`config.mk`:
```
export PLATFORM = sky130hd
export DESIGN_NAME = cdb_arbiter
export DESIGN_NICKNAME = d
export VERILOG_FILES = /design/src/rtl/cdb_arbiter_pkg.sv /design/src/rtl/cdb_queue.sv /design/src/rtl/cdb_arbiter.sv
export SDC_FILE = /design/constraint.sdc
export NUM_CORES = 1
export LEC_CHECK = 0
export ABC_CLOCK_PERIOD_IN_PS = 5100
export CELL_PAD_IN_SITES_DETAIL_PLACEMENT = 0
export CELL_PAD_IN_SITES_GLOBAL_PLACEMENT = 2
export CORE_MARGIN = 2
export CORE_UTILIZATION = 40
export DETAILED_ROUTE_END_ITERATION = 8
export PLACE_DENSITY = 0.82
export SETUP_SLACK_MARGIN = 0.3
export SLEW_MARGIN = 20
export SYNTH_ARGS = -nofsm -noshare
export SYNTH_HDL_FRONTEND = slang
export SYNTH_SLANG_ARGS = --single-unit
```
`constraint.sdc`:
```
create_clock -name clk -period 5.1 [get_ports clk]
set_input_delay 0.51 -clock clk [delete_from_list [all_inputs] [get_ports clk]]
set_output_delay 0.51 -clock clk [all_outputs]
set_load 0.05 [all_outputs]
```
`src/rtl/cdb_arbiter_pkg.sv`:
```
// cdb_arbiter_pkg: shared widths and CDB source encodings for the CDB arbiter slice.
package cdb_arbiter_pkg;
  localparam int RBID = 4;
  localparam int RLEN = 32;
  localparam logic CDB_SRC_ALU = 1'b0;
  localparam logic CDB_SRC_LSB = 1'b1;
endpackage

```
`src/rtl/cdb_queue.sv`:
```
// cdb_queue: circular FIFO holding results that lost CDB arbitration.
module cdb_queue #(
  parameter int W = 36,
  parameter int DEPTH = 2
) (
  input  logic         clk,
  input  logic         rst,
  input  logic         clear,
  input  logic         push,
  input  logic         pop,
  input  logic [W-1:0] wdata,
  output logic [W-1:0] head,
  output logic         empty,
  output logic         full
);
  localparam int PW = DEPTH > 1 ? $clog2(DEPTH) : 1;
  localparam int CW = $clog2(DEPTH) + 1;
  logic [PW-1:0] hd_q, hd_d, tl_q, tl_d;
  logic [CW-1:0] cnt_q, cnt_d;
  logic [W-1:0] mem_q [DEPTH];
  logic [W-1:0] mem_d [DEPTH];
  function automatic logic [PW-1:0] inc(input logic [PW-1:0] p);
    return p == PW'(DEPTH - 1) ? '0 : p + PW'(1);
  endfunction
  always_comb begin
    mem_d = mem_q;
    if (push) mem_d[tl_q] = wdata;
    hd_d = pop ? inc(hd_q) : hd_q;
    tl_d = push ? inc(tl_q) : tl_q;
    cnt_d = cnt_q + CW'(push) - CW'(pop);
  end
  always_ff @(posedge clk) begin
    if (rst || clear) begin
      hd_q <= '0;
      tl_q <= '0;
      cnt_q <= '0;
    end else begin
      hd_q <= hd_d;
      tl_q <= tl_d;
      cnt_q <= cnt_d;
    end
  end
  always_ff @(posedge clk) mem_q <= mem_d;
  assign head = mem_q[hd_q];
  assign empty = cnt_q == '0;
  assign full = cnt_q == CW'(DEPTH);
endmodule

```
`src/rtl/cdb_arbiter.sv`:
```
// cdb_arbiter: round-robin sharing of the CDB between ALU and LSB results, with per-source overflow queues.
module cdb_arbiter
  import cdb_arbiter_pkg::*;
#(
  parameter int RBW = RBID,
  parameter int DW = RLEN,
  parameter int QDEPTH = 2
) (
  input  logic           clk,
  input  logic           rst,
  input  logic           rdy,
  input  logic           flush,
  input  logic           alu_valid,
  input  logic [RBW-1:0] alu_idx,
  input  logic [DW-1:0]  alu_val,
  output logic           alu_ready,
  input  logic           lsb_valid,
  input  logic [RBW-1:0] lsb_idx,
  input  logic [DW-1:0]  lsb_val,
  output logic           lsb_ready,
  output logic           cdb_valid,
  output logic [RBW-1:0] cdb_idx,
  output logic [DW-1:0]  cdb_val,
  output logic           cdb_src
);
  localparam int EW = RBW + DW;
  logic go, alu_acc, lsb_acc, alu_cand, lsb_cand, win_lsb, any;
  logic alu_push, alu_pop, lsb_push, lsb_pop;
  logic alu_empty, alu_full, lsb_empty, lsb_full;
  logic [EW-1:0] alu_head, lsb_head, alu_ent, lsb_ent;
  logic cdb_valid_q, cdb_valid_d, cdb_src_q, cdb_src_d, rr_last_q, rr_last_d;
  logic [EW-1:0] cdb_ent_q, cdb_ent_d;
  cdb_queue #(.W(EW), .DEPTH(QDEPTH)) u_alu_q (
    .clk(clk), .rst(rst), .clear(flush), .push(alu_push), .pop(alu_pop),
    .wdata({alu_idx, alu_val}), .head(alu_head), .empty(alu_empty), .full(alu_full)
  );
  cdb_queue #(.W(EW), .DEPTH(QDEPTH)) u_lsb_q (
    .clk(clk), .rst(rst), .clear(flush), .push(lsb_push), .pop(lsb_pop),
    .wdata({lsb_idx, lsb_val}), .head(lsb_head), .empty(lsb_empty), .full(lsb_full)
  );
  // A queued head always outranks this cycle's input so per-source order stays FIFO.
  always_comb begin
    go = rdy && !flush;
    alu_ready = go && !alu_full;
    lsb_ready = go && !lsb_full;
    alu_acc = alu_valid && alu_ready;
    lsb_acc = lsb_valid && lsb_ready;
    alu_cand = !alu_empty || alu_acc;
    lsb_cand = !lsb_empty || lsb_acc;
    alu_ent = alu_empty ? {alu_idx, alu_val} : alu_head;
    lsb_ent = lsb_empty ? {lsb_idx, lsb_val} : lsb_head;
    win_lsb = lsb_cand && (!alu_cand || rr_last_q == CDB_SRC_ALU);
    any = alu_cand || lsb_cand;
    alu_pop = go && !alu_empty && !win_lsb;
    lsb_pop = go && !lsb_empty && win_lsb;
    alu_push = alu_acc && !(alu_empty && !win_lsb);
    lsb_push = lsb_acc && !(lsb_empty && win_lsb);
    cdb_valid_d = rdy ? any : cdb_valid_q;
    cdb_ent_d = rdy && any ? (win_lsb ? lsb_ent : alu_ent) : cdb_ent_q;
    cdb_src_d = rdy && any ? win_lsb : cdb_src_q;
    rr_last_d = rdy && alu_cand && lsb_cand ? win_lsb : rr_last_q;
  end
  always_ff @(posedge clk) begin
    if (rst || flush) begin
      cdb_valid_q <= 1'b0;
      cdb_ent_q <= '0;
      cdb_src_q <= CDB_SRC_ALU;
      rr_last_q <= CDB_SRC_LSB;
    end else begin
      cdb_valid_q <= cdb_valid_d;
      cdb_ent_q <= cdb_ent_d;
      cdb_src_q <= cdb_src_d;
      rr_last_q <= rr_last_d;
    end
  end
  assign cdb_valid = cdb_valid_q;
  assign {cdb_idx, cdb_val} = cdb_ent_q;
  assign cdb_src = cdb_src_q;
endmodule

```
==> results of run 1 <==
## through the flow
step	std cells	hold slack, ns	area, µm²	power, µW
floorplan	586	0.4522	7833	1842
global placement	927	0.4617	9209	1965
detailed placement	928	0.4951	9239	1970
CTS	960	0.5014	9853	3326
global route	961	0.5169	9881	3408
finish	961	0.4957	9881	3303
## power by group through the flow
stage | sequential [µW] | clock [µW] | combinational, µW
finish | 1700 | 1370 | 239
CTS | 1700 | 1390 | 239
floorplan | 1770 | 0 | 76.6
global route | 1700 | 1460 | 255
global placement | 1730 | 0 | 233
detailed placement | 1730 | 0 | 238
## sequential cells by signal, summed over array words and instances (netlist names)
signal,count
cdb_ent_q,36
cdb_src,1
cdb_valid,1
rr_last_q,1
u_alu_q.cnt_q,2
u_alu_q.hd_q,1
u_alu_q.mem_q,72
u_alu_q.tl_q,1
u_lsb_q.cnt_q,2
u_lsb_q.hd_q,1
u_lsb_q.mem_q,72
u_lsb_q.tl_q,1
## layout by cell type (no fill, tap or decap), types with 6 or more instances in the layout
master	Yosys	layout
sky130_fd_sc_hd__a31oi_1	37	36
sky130_fd_sc_hd__clkbuf_16	0	17
sky130_fd_sc_hd__clkdlybuf4s50_1	0	117
sky130_fd_sc_hd__dfxtp_1	47	45
sky130_fd_sc_hd__edfxtp_1	144	144
sky130_fd_sc_hd__mux2i_1	74	74
sky130_fd_sc_hd__nand2_1	76	76
sky130_fd_sc_hd__nor2_1	7	6
sky130_fd_sc_hd__o211ai_1	72	72
sky130_fd_sc_hd__o21ai_0	37	37
## final timing paths
path / from / end / slack [ns] / depth (start not counted)
max: flush / alu_ready / 2.15 / 4
min: cdb_src / cdb_src / 0.50 / 2
max reg2reg: u_alu_q.cnt_q[1] / u_alu_q.cnt_q[1] / 2.22 / 10
min reg2reg: cdb_src / cdb_src / 0.50 / 2
## tightest hold or removal path, cell delays in order, from the launching register on
cell and delay [ns]:
sky130_fd_sc_hd__dfxtp_1 0.31, sky130_fd_sc_hd__nand2b_1 0.07, sky130_fd_sc_hd__a21oi_1 0.07
## cell families (layout without fill, tap and decap cells)
kind of cell | Yosys count | after routing
adders and majority gates | 4 | 4
AOI/OAI and AO/OA | 158 | 158
and+or+nand+nor | 103 | 103
buffers and inverters | 50 | 160
DFF | 191 | 191
muxes | 74 | 74
xor gates and xnor gates | 6 | 6
## layout make-up
cell class,instances,area share (%)
Tap cell,265,3.356
Inverter,5,0.1899
Clock buffer,20,4.622
Timing Repair Buffer,123,12.71
Multi-Input combinational cell,345,24.19
Clock inverter,12,1.596
Sequential cell,191,53.34
## layer usage
| layer | share of wire [%] | GRT usage (%) | vias to the layer above |
|---|---|---|---|
| li1 | - | - | 2452 |
| met1 | 48 | 24.32 | 2458 |
| met2 | 46 | 27.24 | 146 |
| met3 | 5.4 | 4.332 | 12 |
| met4 | 0.77 | 5.263 | 0 |
| met5 | 0 | 0 | - |
==> results.md, run 1 <==
| Metric | Value |
|:---|:---|
| Crit path max-delay family | buffers and inverters |
| Largest clock skew in the final design | 0.009947 ns |
| Switching Share | 21.51% |
| Cell with the most instances after synthesis | sky130_fd_sc_hd__edfxtp_1 |
| I/O pin count | 118 |
| Htree depth | 4 |
| Number of port buffers | 117 |
| Dominant cells by area after synthesis | sky130_fd_sc_hd__edfxtp_1 55%, sky130_fd_sc_hd__dfxtp_1 12%, sky130_fd_sc_hd__mux2i_1 9.5% |
| Final estimated routing congestion in global placement | 0.7425 |
| Vias in the first global route | 5026 |
| Final Worst Setup Slack | 2.155 ns |
| Detailed-placement wirelength estimate | 10950 µm |
| Number of buffers inserted to repair setup after CTS | 0 |
| Post-synthesis area per instance | 13.37 µm² |
| Worst slew pin tran | 1.028 ns |
| Worst path slowest cell | sky130_fd_sc_hd__clkdlybuf4s50_1 |
| Antenna diode count | 0 |
| Drt pass-1 iters | 4 |
| Combined flip-flop and latch cell area | 5270 µm² |
| Type of the setup path with the least slack | in2out |
| Fraction of synthesized cell area taken by the top area cell type | 55.21% |
| Largest family of logic cells by synthesized area | compound AO/OA/AOI/OAI gates |
| # fillers | 1640 |
| Maximum VDD drop | 240.1 µV |
| Adder-Cell Fraction of Synth Area | 0.6390% |
| Yosys cell types | 34 |
| Share of the core filled with cells in the final layout | 51.10% |
| Via Count | 5068 |
| Internal power consumption | 2593 µW |
| Critical path buffer and inverter count | 2 |
| Multi-input gate area | 2390 µm² |
| Vias per cell | 5.274 |
| Post-route clock period utilization | 57.75% |
| Final setup TNS | 0 ns |
| Post-detailed-route DRC marker count | 0 |
| Setup WS pre-CTS | 1.758 ns |
| Power per standard cell area | 334.3 nW/µm² |
| FMAX | 339.6 MHz |
| Final setup violation count | 0 |
| Antenna Violating Nets Remaining | 0 |
| Initial standard-cell utilization of the core | 40.51% |
| Xor-xnor portion of the synthesized cell area | 0.6709% |
| Synth-to-Final Area Change | 26.15% |
| Cells after Synth | 586 |
| Area leader, netlist | sky130_fd_sc_hd__edfxtp_1 |
| Max-cap viol count | 0 |
| Die Y-Extent | 143.9 µm |
| Count of hold buffers inserted by post-cts repair | 0 |
| CTS tree | done |
| Primary FF master, synth | sky130_fd_sc_hd__edfxtp_1 |
| Largest net degree at the start of global routing | 77 |
| Die boundary width | 143.9 µm |
| Share of power burned in combinational logic | 7.2% |
| Final hold violation count | 0 |
| Basic-gate share of the synthesized area counting and, or, nand and nor cells | 5.687% |
| Cell repeated most along the worst path | sky130_fd_sc_hd__clkdlybuf4s50_1 |
| 1st-iter DRT viols | 316 |
| Proportion of power drawn by the clock network | 41.4% |
| Post-Route WL | 17630 µm |
| Part of the power in registers | 51.4% |
| Mux cell area share after synthesis | 9.457% |
| Delay of the slowest cell on the worst path | 0.86 ns |
| Crit path cell chain | clkdlybuf4s50_1 > nand2b_1 > a21oi_1 > clkdlybuf4s50_1 |
| Row cnt | 51 |
| Detailed-route wire length per cell | 18.35 µm |
| Result of the run | finished clean |
| Post-layout net count | 765 |
| CP Launch Type | input port |
| Reported leakage power | 0.002954 µW |
| Arrival time worst endpoint | 2.44 ns |
| Max transition margin | 31.45% |
| Post-synthesis net count | 668 |
| Synthesized-area fraction occupied by ao, oa, aoi and oai cells | 13.53% |
| Count of flip-flops with a built-in enable after synthesis | 144 |
| Maximum fanout encountered on the critical timing path | 9 |
| Warning count from the yosys run | 0 |
| Worst path required time | 4.59 ns |
| Final worst path period need | 2.945 ns |
| RSZ-0062 raised after global routing | no |
| Worst setup EP type | output port |
| Number of instances resized during post-cts repair | 0 |
| Later-pin clock latency in the skew report | 0.42 ns |
| Type of the most critical hold path | reg2reg |
| Number of clock buffers inserted by TritonCTS | 17 |
| Overflow left after global routing | 0 |
| Die Footprint | 20720 µm² |
| Sequential element share of the synthesized area | 67.22% |
| Max-slew violation count | 0 |
| Post-synthesis sequential element count | 191 |
| Clock-pin slew reported for the worst setup and hold paths after clock tree synthesis | 0.06 ns |
| Proportion of synthesized flip-flops having asynchronous set or reset | 0% |
| Cell chosen for the clock root | sky130_fd_sc_hd__clkbuf_16 |
| Overall track demand over capacity in global routing | 17.51% |
| Longest Clk Path Bufs | 2 |
| Core box area | 19330 µm² |
| Layout cell share with drive strength beyond 1 | 7.040% |
| Sinks on Clock Net | 191 |
| Switching pwr | 710.7 µW |
| First-pass GRT wire length | 27250 µm |
| Ranking of synthesized cells by instance count | 144 x sky130_fd_sc_hd__edfxtp_1, 76 x sky130_fd_sc_hd__nand2_1, 74 x sky130_fd_sc_hd__mux2i_1, 72 x sky130_fd_sc_hd__o211ai_1, 47 x sky130_fd_sc_hd__dfxtp_1 |
| Combined area of all synthesized cells | 7833 µm² |
| Initial antenna violation count | 0 |
Note: power is estimated with default switching activity, not from simulation.
==> run 2: changes to the inputs <==
Settings changed: ABC_CLOCK_PERIOD_IN_PS 5100 to 2400, CORE_UTILIZATION 40 to 33, PLACE_DENSITY 0.82 to 0.72.
Clock period 5.1 ns to 2.4 ns, I/O delays scaled along.
==> run 2 against run 1 <==
Sequential power up 110%. Sequential cell count unchanged. Worst setup slack lost 1.8 ns. Critical path type is now reg2reg.
==> results.md, run 2 (synthesis results as in run 1) <==
| Metric | Value |
|:---|:---|
| Result of the run | finished clean |
| Post-layout net count | 785 |
| Type of the most critical hold path | in2reg |
| Die Footprint | 24980 µm² |
| Clock-pin slew reported for the worst setup and hold paths after clock tree synthesis | 0.07 ns |
| Initial antenna violation count | 1 |
| # fillers | 2130 |
| Die Y-Extent | 158.1 µm |
| Maximum fanout encountered on the critical timing path | 5 |
| Post-route clock period utilization | 85.31% |
| Max transition margin | 46.75% |
| Sinks on Clock Net | 191 |
| Number of port buffers | 117 |
| Antenna Violating Nets Remaining | 0 |
| Final setup TNS | 0 ns |
| Overall track demand over capacity in global routing | 15.83% |
| Type of the setup path with the least slack | reg2reg |
| Final estimated routing congestion in global placement | 0.7444 |
| Worst path required time | 2.72 ns |
| Arrival time worst endpoint | 2.37 ns |
| Post-detailed-route DRC marker count | 0 |
| Worst slew pin tran | 0.7987 ns |
| Via Count | 5135 |
| Max-cap viol count | 0 |
| Power per standard cell area | 701.4 nW/µm² |
| CTS tree | done |
| Count of hold buffers inserted by post-cts repair | 0 |
| CP Launch Type | flop |
| Antenna diode count | 0 |
| Vias in the first global route | 5191 |
| Post-Route WL | 19490 µm |
| FMAX | 488.4 MHz |
| Largest net degree at the start of global routing | 73 |
| Die boundary width | 158.1 µm |
| Htree depth | 4 |
| RSZ-0062 raised after global routing | yes |
| Overflow left after global routing | 0 |
| Final design instance area without fill | 10260 µm² |
| I/O pin count | 118 |
| Detailed-route wire length per cell | 18.83 µm |
| Final Worst Setup Slack | 0.3526 ns |
| Number of clock buffers inserted by TritonCTS | 17 |
| Row cnt | 56 |
| Max-slew violation count | 0 |
| Detailed-placement wirelength estimate | 12400 µm |
| Setup slack, reg-to-reg | 0.35 ns |
| Area of placed instances | 9589 µm² |
| Reported leakage power | 0.003108 µW |
| Most frequent standard cell in the layout excluding fill and tap cells | sky130_fd_sc_hd__edfxtp_1 |
| Final worst path period need | 2.047 ns |
| Core box area | 23400 µm² |
| Maximum VDD drop | 403.4 µV |
| Combined flip-flop and latch cell area | 5273 µm² |
| Longest Clk Path Bufs | 2 |
| Drt pass-1 iters | 5 |
| 1st-iter DRT viols | 412 |
| Later-pin clock latency in the skew report | 0.43 ns |
| Vias per cell | 4.961 |
| Synth-to-Final Area Change | 31.01% |
| Initial standard-cell utilization of the core | 33.47% |
| Cell chosen for the clock root | sky130_fd_sc_hd__clkbuf_16 |
| Worst setup EP type | flop |
| Multi-input gate area | 2404 µm² |
| Layout cell share with drive strength beyond 1 | 10.75% |
| Registers with the most flip-flops | u_alu_q.mem_q: 72 flops, u_lsb_q.mem_q: 72 flops, cdb_ent_q: 36 flops |
| Setup WS pre-CTS | -0.002098 ns |
| Largest clock skew in the final design | 0.008936 ns |
| Top library cells by usage in the layout, fill and taps aside | 144 x sky130_fd_sc_hd__edfxtp_1, 115 x sky130_fd_sc_hd__clkdlybuf4s50_1, 76 x sky130_fd_sc_hd__nand2_1 |
| Final hold violation count | 0 |
| Final setup violation count | 0 |
| First-pass GRT wire length | 29370 µm |
==> run 2: critical path: stages (launching register included) <==
cell and delay (ns):
sky130_fd_sc_hd__dfxtp_4 0.37, sky130_fd_sc_hd__or2_4 0.26, sky130_fd_sc_hd__a221oi_4 0.34, sky130_fd_sc_hd__nor3_1 0.09
sky130_fd_sc_hd__ha_1 0.28, sky130_fd_sc_hd__inv_1 0.04, sky130_fd_sc_hd__ha_1 0.18, sky130_fd_sc_hd__xor2_1 0.17
sky130_fd_sc_hd__xnor2_1 0.15, sky130_fd_sc_hd__nor2_1 0.06
==> run 2: stage by stage <==
step	total power [µW]	instances	utilization, %	hold WS [ns]
floorplan	3915	586	-	0.3389
global placement	4209	1000	40.98	0.4615
detailed placement	4216	1000	40.98	0.4755
CTS	7291	1032	43.72	0.3947
global route	7440	1035	43.85	0.4128
finish	7197	1035	43.85	0.4259
==> run 2: metal layers <==
layer | GRT usage, % | part of all wire (%) | vias to the layer above
met1 | 19.99 | 44 | 2487
met3 | 3.969 | 5.4 | 15
li1 | - | - | 2480
met4 | 4.762 | 1.5 | 2
met2 | 26.83 | 49 | 151
met5 | 0 | 0.067 | -
==> run 2: worst paths after layout <==
kind / start / to / depth (start not counted)
max: u_alu_q.cnt_q[1] / u_alu_q.cnt_q[1] / 9
min: lsb_idx[1] / u_lsb_q.mem_q[69] / 1
max reg2reg: u_alu_q.cnt_q[1] / u_alu_q.cnt_q[1] / 9
min reg2reg: cdb_src / cdb_src / 2
==> run 2: power breakdown <==
group	switching (µW)	total [µW]	internal [µW]
registers	17.6	3600	3590
clock network	1260	3060	1800
logic	302	537	235
==> run 2: cell type report <==
cell class,instances,share of cell area (%)
clock buffer,18,4.280
timing repair buffer,143,14.85
clock inverter,14,1.988
sequential,191,51.38
multi-input combinational,345,23.42
tap,319,3.890
inverter,5,0.1829
==> run 2: timing repair <==
item | 4_1_cts | 5_1_grt
buffers inserted | 0 | 3
endpoints found under the hold margin | 0 | 0
gates resized for setup | 0 | 3
endpoints found under the setup margin | 0 | 14
==> run 3: changes to the inputs <==
Settings changed: ABC_CLOCK_PERIOD_IN_PS 2400 to 2650, CORE_UTILIZATION 33 to 43, PLACE_DENSITY 0.72 to 0.82, SYNTH_HIERARCHICAL from default to 1.
Clock period 2.4 ns to 2.65 ns, I/O delays scaled along.
==> run 3 against run 2 <==
Utilization up 11 points. Sequential cell count unchanged. Die area decreased by 17%. Synthesized area is 7.4% higher. Cell area up 2.7%. Count of clock-buffer cells in the layout unchanged. Synthesized cell count shrank 14%. Maximum frequency decreased by 8.1%. Largest power group unchanged. Clock power is 19% lower. Sequential power shrank 10%. Clock skew down 0.0027 ns. Critical path type unchanged.
==> results.md, run 3 <==
| Metric | Value |
|:---|:---|
| Yosys cell types | 39 |
| Largest net degree at the start of global routing | 37 |
| Post-synthesis sequential element count | 191 |
| Cell with the most instances after synthesis | sky130_fd_sc_hd__edfxtp_1 |
| Count of flip-flops with a built-in enable after synthesis | 144 |
| Met2 usage in global routing | 30.88% |
| Total Power Consumption | 6118 µW |
| Max-slew violation count | 0 |
| Antenna Violating Nets Remaining | 0 |
| CTS tree | done |
| Maximum VDD drop | 476.2 µV |
| Sequential element share of the synthesized area | 62.56% |
| Final hold violation count | 0 |
| Clock-pin slew reported for the worst setup and hold paths after clock tree synthesis | 0.07 ns |
| Via Count | 4715 |
| Number of port buffers | 117 |
| Post-Route WL | 18530 µm |
| Cells after Synth | 502 |
| Vias in the first global route | 5097 |
| Setup slack, reg-to-reg | 0.42 ns |
| Later-pin clock latency in the skew report | 0.43 ns |
| Area leader, netlist | sky130_fd_sc_hd__edfxtp_1 |
| Warning count from the yosys run | 6 |
| End of the worst register-to-register path | u_lsb_q/cnt_q[1] |
| Post-synthesis area per instance | 16.76 µm² |
| Power per standard cell area | 580.8 nW/µm² |
| Arrival time worst endpoint | 2.58 ns |
| Worst R2R Start | u_alu_q/cnt_q[1] |
| Proportion of synthesized flip-flops having asynchronous set or reset | 0% |
| Depth of the most critical reg-to-reg path | 9 |
| GR Layer Usage met1 | 24.01% |
| I/O pin count | 118 |
| Drt pass-1 iters | 4 |
| Final estimated routing congestion in global placement | 0.7905 |
| Overflow left after global routing | 0 |
| Combined area of all synthesized cells | 8416 µm² |
| Dominant cells by area after synthesis | sky130_fd_sc_hd__edfxtp_1 51%, sky130_fd_sc_hd__dfxtp_1 11%, sky130_fd_sc_hd__mux2_4 10% |
| Post-synthesis net count | 584 |
| Detailed-placement wirelength estimate | 11990 µm |
| Row cnt | 51 |
| Layout cell share with drive strength beyond 1 | 27.46% |
| Post-route clock period utilization | 84.04% |
| CP Launch Type | flop |
| Synth-to-Final Area Change | 25.17% |
| FMAX | 449.0 MHz |
| Max-cap viol count | 0 |
| Antenna diode count | 0 |
| Start point of the worst min-delay path | lsb_val[14] |
| Ranking of synthesized cells by instance count | 144 x sky130_fd_sc_hd__edfxtp_1, 72 x sky130_fd_sc_hd__mux2i_1, 58 x sky130_fd_sc_hd__mux2_4, 47 x sky130_fd_sc_hd__dfxtp_1, 36 x sky130_fd_sc_hd__nand3_1 |
| Registers with the most flip-flops | u_alu_q/mem_q: 72 flops, u_lsb_q/mem_q: 72 flops, cdb_ent_q: 36 flops |
| Post-detailed-route DRC marker count | 0 |
| Core box area | 19330 µm² |
| Reported leakage power | 0.004047 µW |
| Worst setup EP type | flop |
| RSZ-0062 raised after global routing | no |
| Final setup TNS | 0 ns |
| Hold Path Cell Cnt | 1 |
| Die boundary width | 143.9 µm |
| Fraction of synthesized cell area taken by the top area cell type | 51.38% |
| Cell chosen for the clock root | sky130_fd_sc_hd__clkbuf_16 |
| Die Y-Extent | 143.9 µm |
| Max transition margin | 43.78% |
| Overall track demand over capacity in global routing | 18.55% |
| Largest clock skew in the final design | 0.006214 ns |
| Terminating pin of the worst hold path | u_lsb_q/mem_q[14] |
| Number of clock buffers inserted by TritonCTS | 17 |
| Longest Clk Path Bufs | 2 |
| Initial standard-cell utilization of the core | 43.53% |
| Htree depth | 4 |
| Die Footprint | 20710 µm² |
| Count of hold buffers inserted by post-cts repair | 0 |
| Post-layout net count | 710 |
| Detailed-route wire length per cell | 20.45 µm |
| First-pass GRT wire length | 28300 µm |
| Type of the most critical hold path | in2reg |
| Final setup violation count | 0 |
| Most frequent standard cell in the layout excluding fill and tap cells | sky130_fd_sc_hd__edfxtp_1 |
| Sinks on Clock Net | 191 |
| Worst slew pin tran | 0.8432 ns |
| Primary FF master, synth | sky130_fd_sc_hd__edfxtp_1 |
| Top library cells by usage in the layout, fill and taps aside | 144 x sky130_fd_sc_hd__edfxtp_1, 115 x sky130_fd_sc_hd__clkdlybuf4s50_1, 72 x sky130_fd_sc_hd__mux2i_1 |
| Vias per cell | 5.204 |
| Maximum fanout encountered on the critical timing path | 4 |
| Initial antenna violation count | 1 |
| Met3 usage | 4.099% |
| # fillers | 1552 |
| 1st-iter DRT viols | 231 |
| Grt peak-use layer | met2 |
| Result of the run | finished clean |
| Type of the setup path with the least slack | reg2reg |
| Final worst path period need | 2.227 ns |
| Worst path required time | 3.00 ns |
run 3: cell types whose count changed in the layout (fill, tap and decap cells not counted), moves of 3 or more:
| cell | previous run | this run |
|---|---|---|
| sky130_fd_sc_hd__nand2_1 | 76 | 1 |
| sky130_fd_sc_hd__mux2_2 | 0 | 14 |
| sky130_fd_sc_hd__o221ai_1 | 1 | 6 |
| sky130_fd_sc_hd__xor2_1 | 3 | 0 |
| sky130_fd_sc_hd__nor3_2 | 0 | 3 |
| sky130_fd_sc_hd__buf_4 | 15 | 18 |
| sky130_fd_sc_hd__nand3_1 | 0 | 36 |
| sky130_fd_sc_hd__mux2_4 | 0 | 58 |
| sky130_fd_sc_hd__o21ai_0 | 37 | 2 |
| sky130_fd_sc_hd__buf_12 | 13 | 7 |
| sky130_fd_sc_hd__nor3_1 | 1 | 5 |
| sky130_fd_sc_hd__a31oi_1 | 36 | 1 |
| sky130_fd_sc_hd__o211ai_1 | 72 | 0 |
| sky130_fd_sc_hd__o221ai_2 | 0 | 30 |
run 3: metrics by stage:
stage | instances | util [%] | hold slack [ns] | instance area, µm² | setup WS, ns
floorplan | 502 | - | 0.3340 | 8434 | 0.3449
global placement | 874 | 51.47 | 0.4866 | 9952 | 0.2427
detailed placement | 874 | 51.47 | 0.4771 | 9952 | 0.2034
CTS | 906 | 54.44 | 0.4424 | 10530 | 0.4097
global route | 906 | 54.48 | 0.4579 | 10530 | 0.3096
finish | 906 | 54.48 | 0.4558 | 10530 | 0.4231
run 3: how the worst max path moves through the flow:
stage                     depth (start not counted)        startpoint  slack, ns                 to
final                                             9  u_alu_q/cnt_q[1]       0.42   u_lsb_q/cnt_q[1]
after floorplan                                   7  u_alu_q/cnt_q[1]       0.34  u_alu_q/mem_q[36]
after global placement                            9               rdy       0.24   u_lsb_q/cnt_q[1]
after CTS                                         9  u_alu_q/cnt_q[1]       0.41   u_lsb_q/cnt_q[1]
after global routing                              9  u_alu_q/cnt_q[1]       0.31   u_lsb_q/cnt_q[1]
after detailed placement                          9               rdy       0.20   u_lsb_q/cnt_q[1]
run 3: critical path, cell delays in order, from the launching register on:
cell and delay (ns):
sky130_fd_sc_hd__dfxtp_1 0.37, sky130_fd_sc_hd__nor2b_2 0.20, sky130_fd_sc_hd__nand4bb_2 0.30, sky130_fd_sc_hd__a21bo_2 0.29
sky130_fd_sc_hd__nor3b_2 0.18, sky130_fd_sc_hd__ha_1 0.29, sky130_fd_sc_hd__inv_1 0.05, sky130_fd_sc_hd__ha_1 0.14
sky130_fd_sc_hd__xnor3_1 0.20, sky130_fd_sc_hd__nor3_1 0.13
run 3: routing by layer:
layer / vias to the layer above / wire length (µm)
li1: 2223 / -
met3: 24 / 891
met4: 0 / 371
met2: 122 / 9069
met5: - / 0
met1: 2346 / 8200
run 3: what timing repair did:
action | CTS | global route
endpoints found under the hold margin | 0 | 0
setup endpoints to repair | 1 | 2
setup buffers | 0 | 0
gates resized for setup | 1 | 2
run 3: cell families (layout without fill, tap and decap cells):
kind of cell | Yosys count | after routing | share of synthesized area (%)
AOI/OAI and AO/OA | 47 | 47 | 6.854
xor gates and xnor gates | 6 | 6 | 0.9515
adders and majority gates | 4 | 4 | 0.5947
buffers and inverters | 38 | 177 | 3.405
DFF | 191 | 191 | 62.56
muxes | 144 | 144 | 20.79
and+or+nand+nor | 72 | 72 | 4.847
run 3: layout make-up:
| class | count | area (µm²) | share of cell area (%) |
|---|---|---|---|
| flip-flops and latches | 191 | 5268 | 50.01 |
| multi-input cells | 273 | 2920 | 27.72 |
| repair buffers | 140 | 1426 | 13.54 |
| clock buffers | 18 | 429.2 | 4.074 |
| well taps | 265 | 331.6 | 3.148 |
| clock inverters | 14 | 140.1 | 1.330 |
| inverters | 5 | 18.77 | 0.1782 |
run 3: power breakdown:
| part | internal (µW) | total, µW | switching [µW] |
|---|---|---|---|
| Sequential | 3230 | 3240 | 12.4 |
| Combinational | 185 | 407 | 222 |
| Clock | 1390 | 2470 | 1080 |
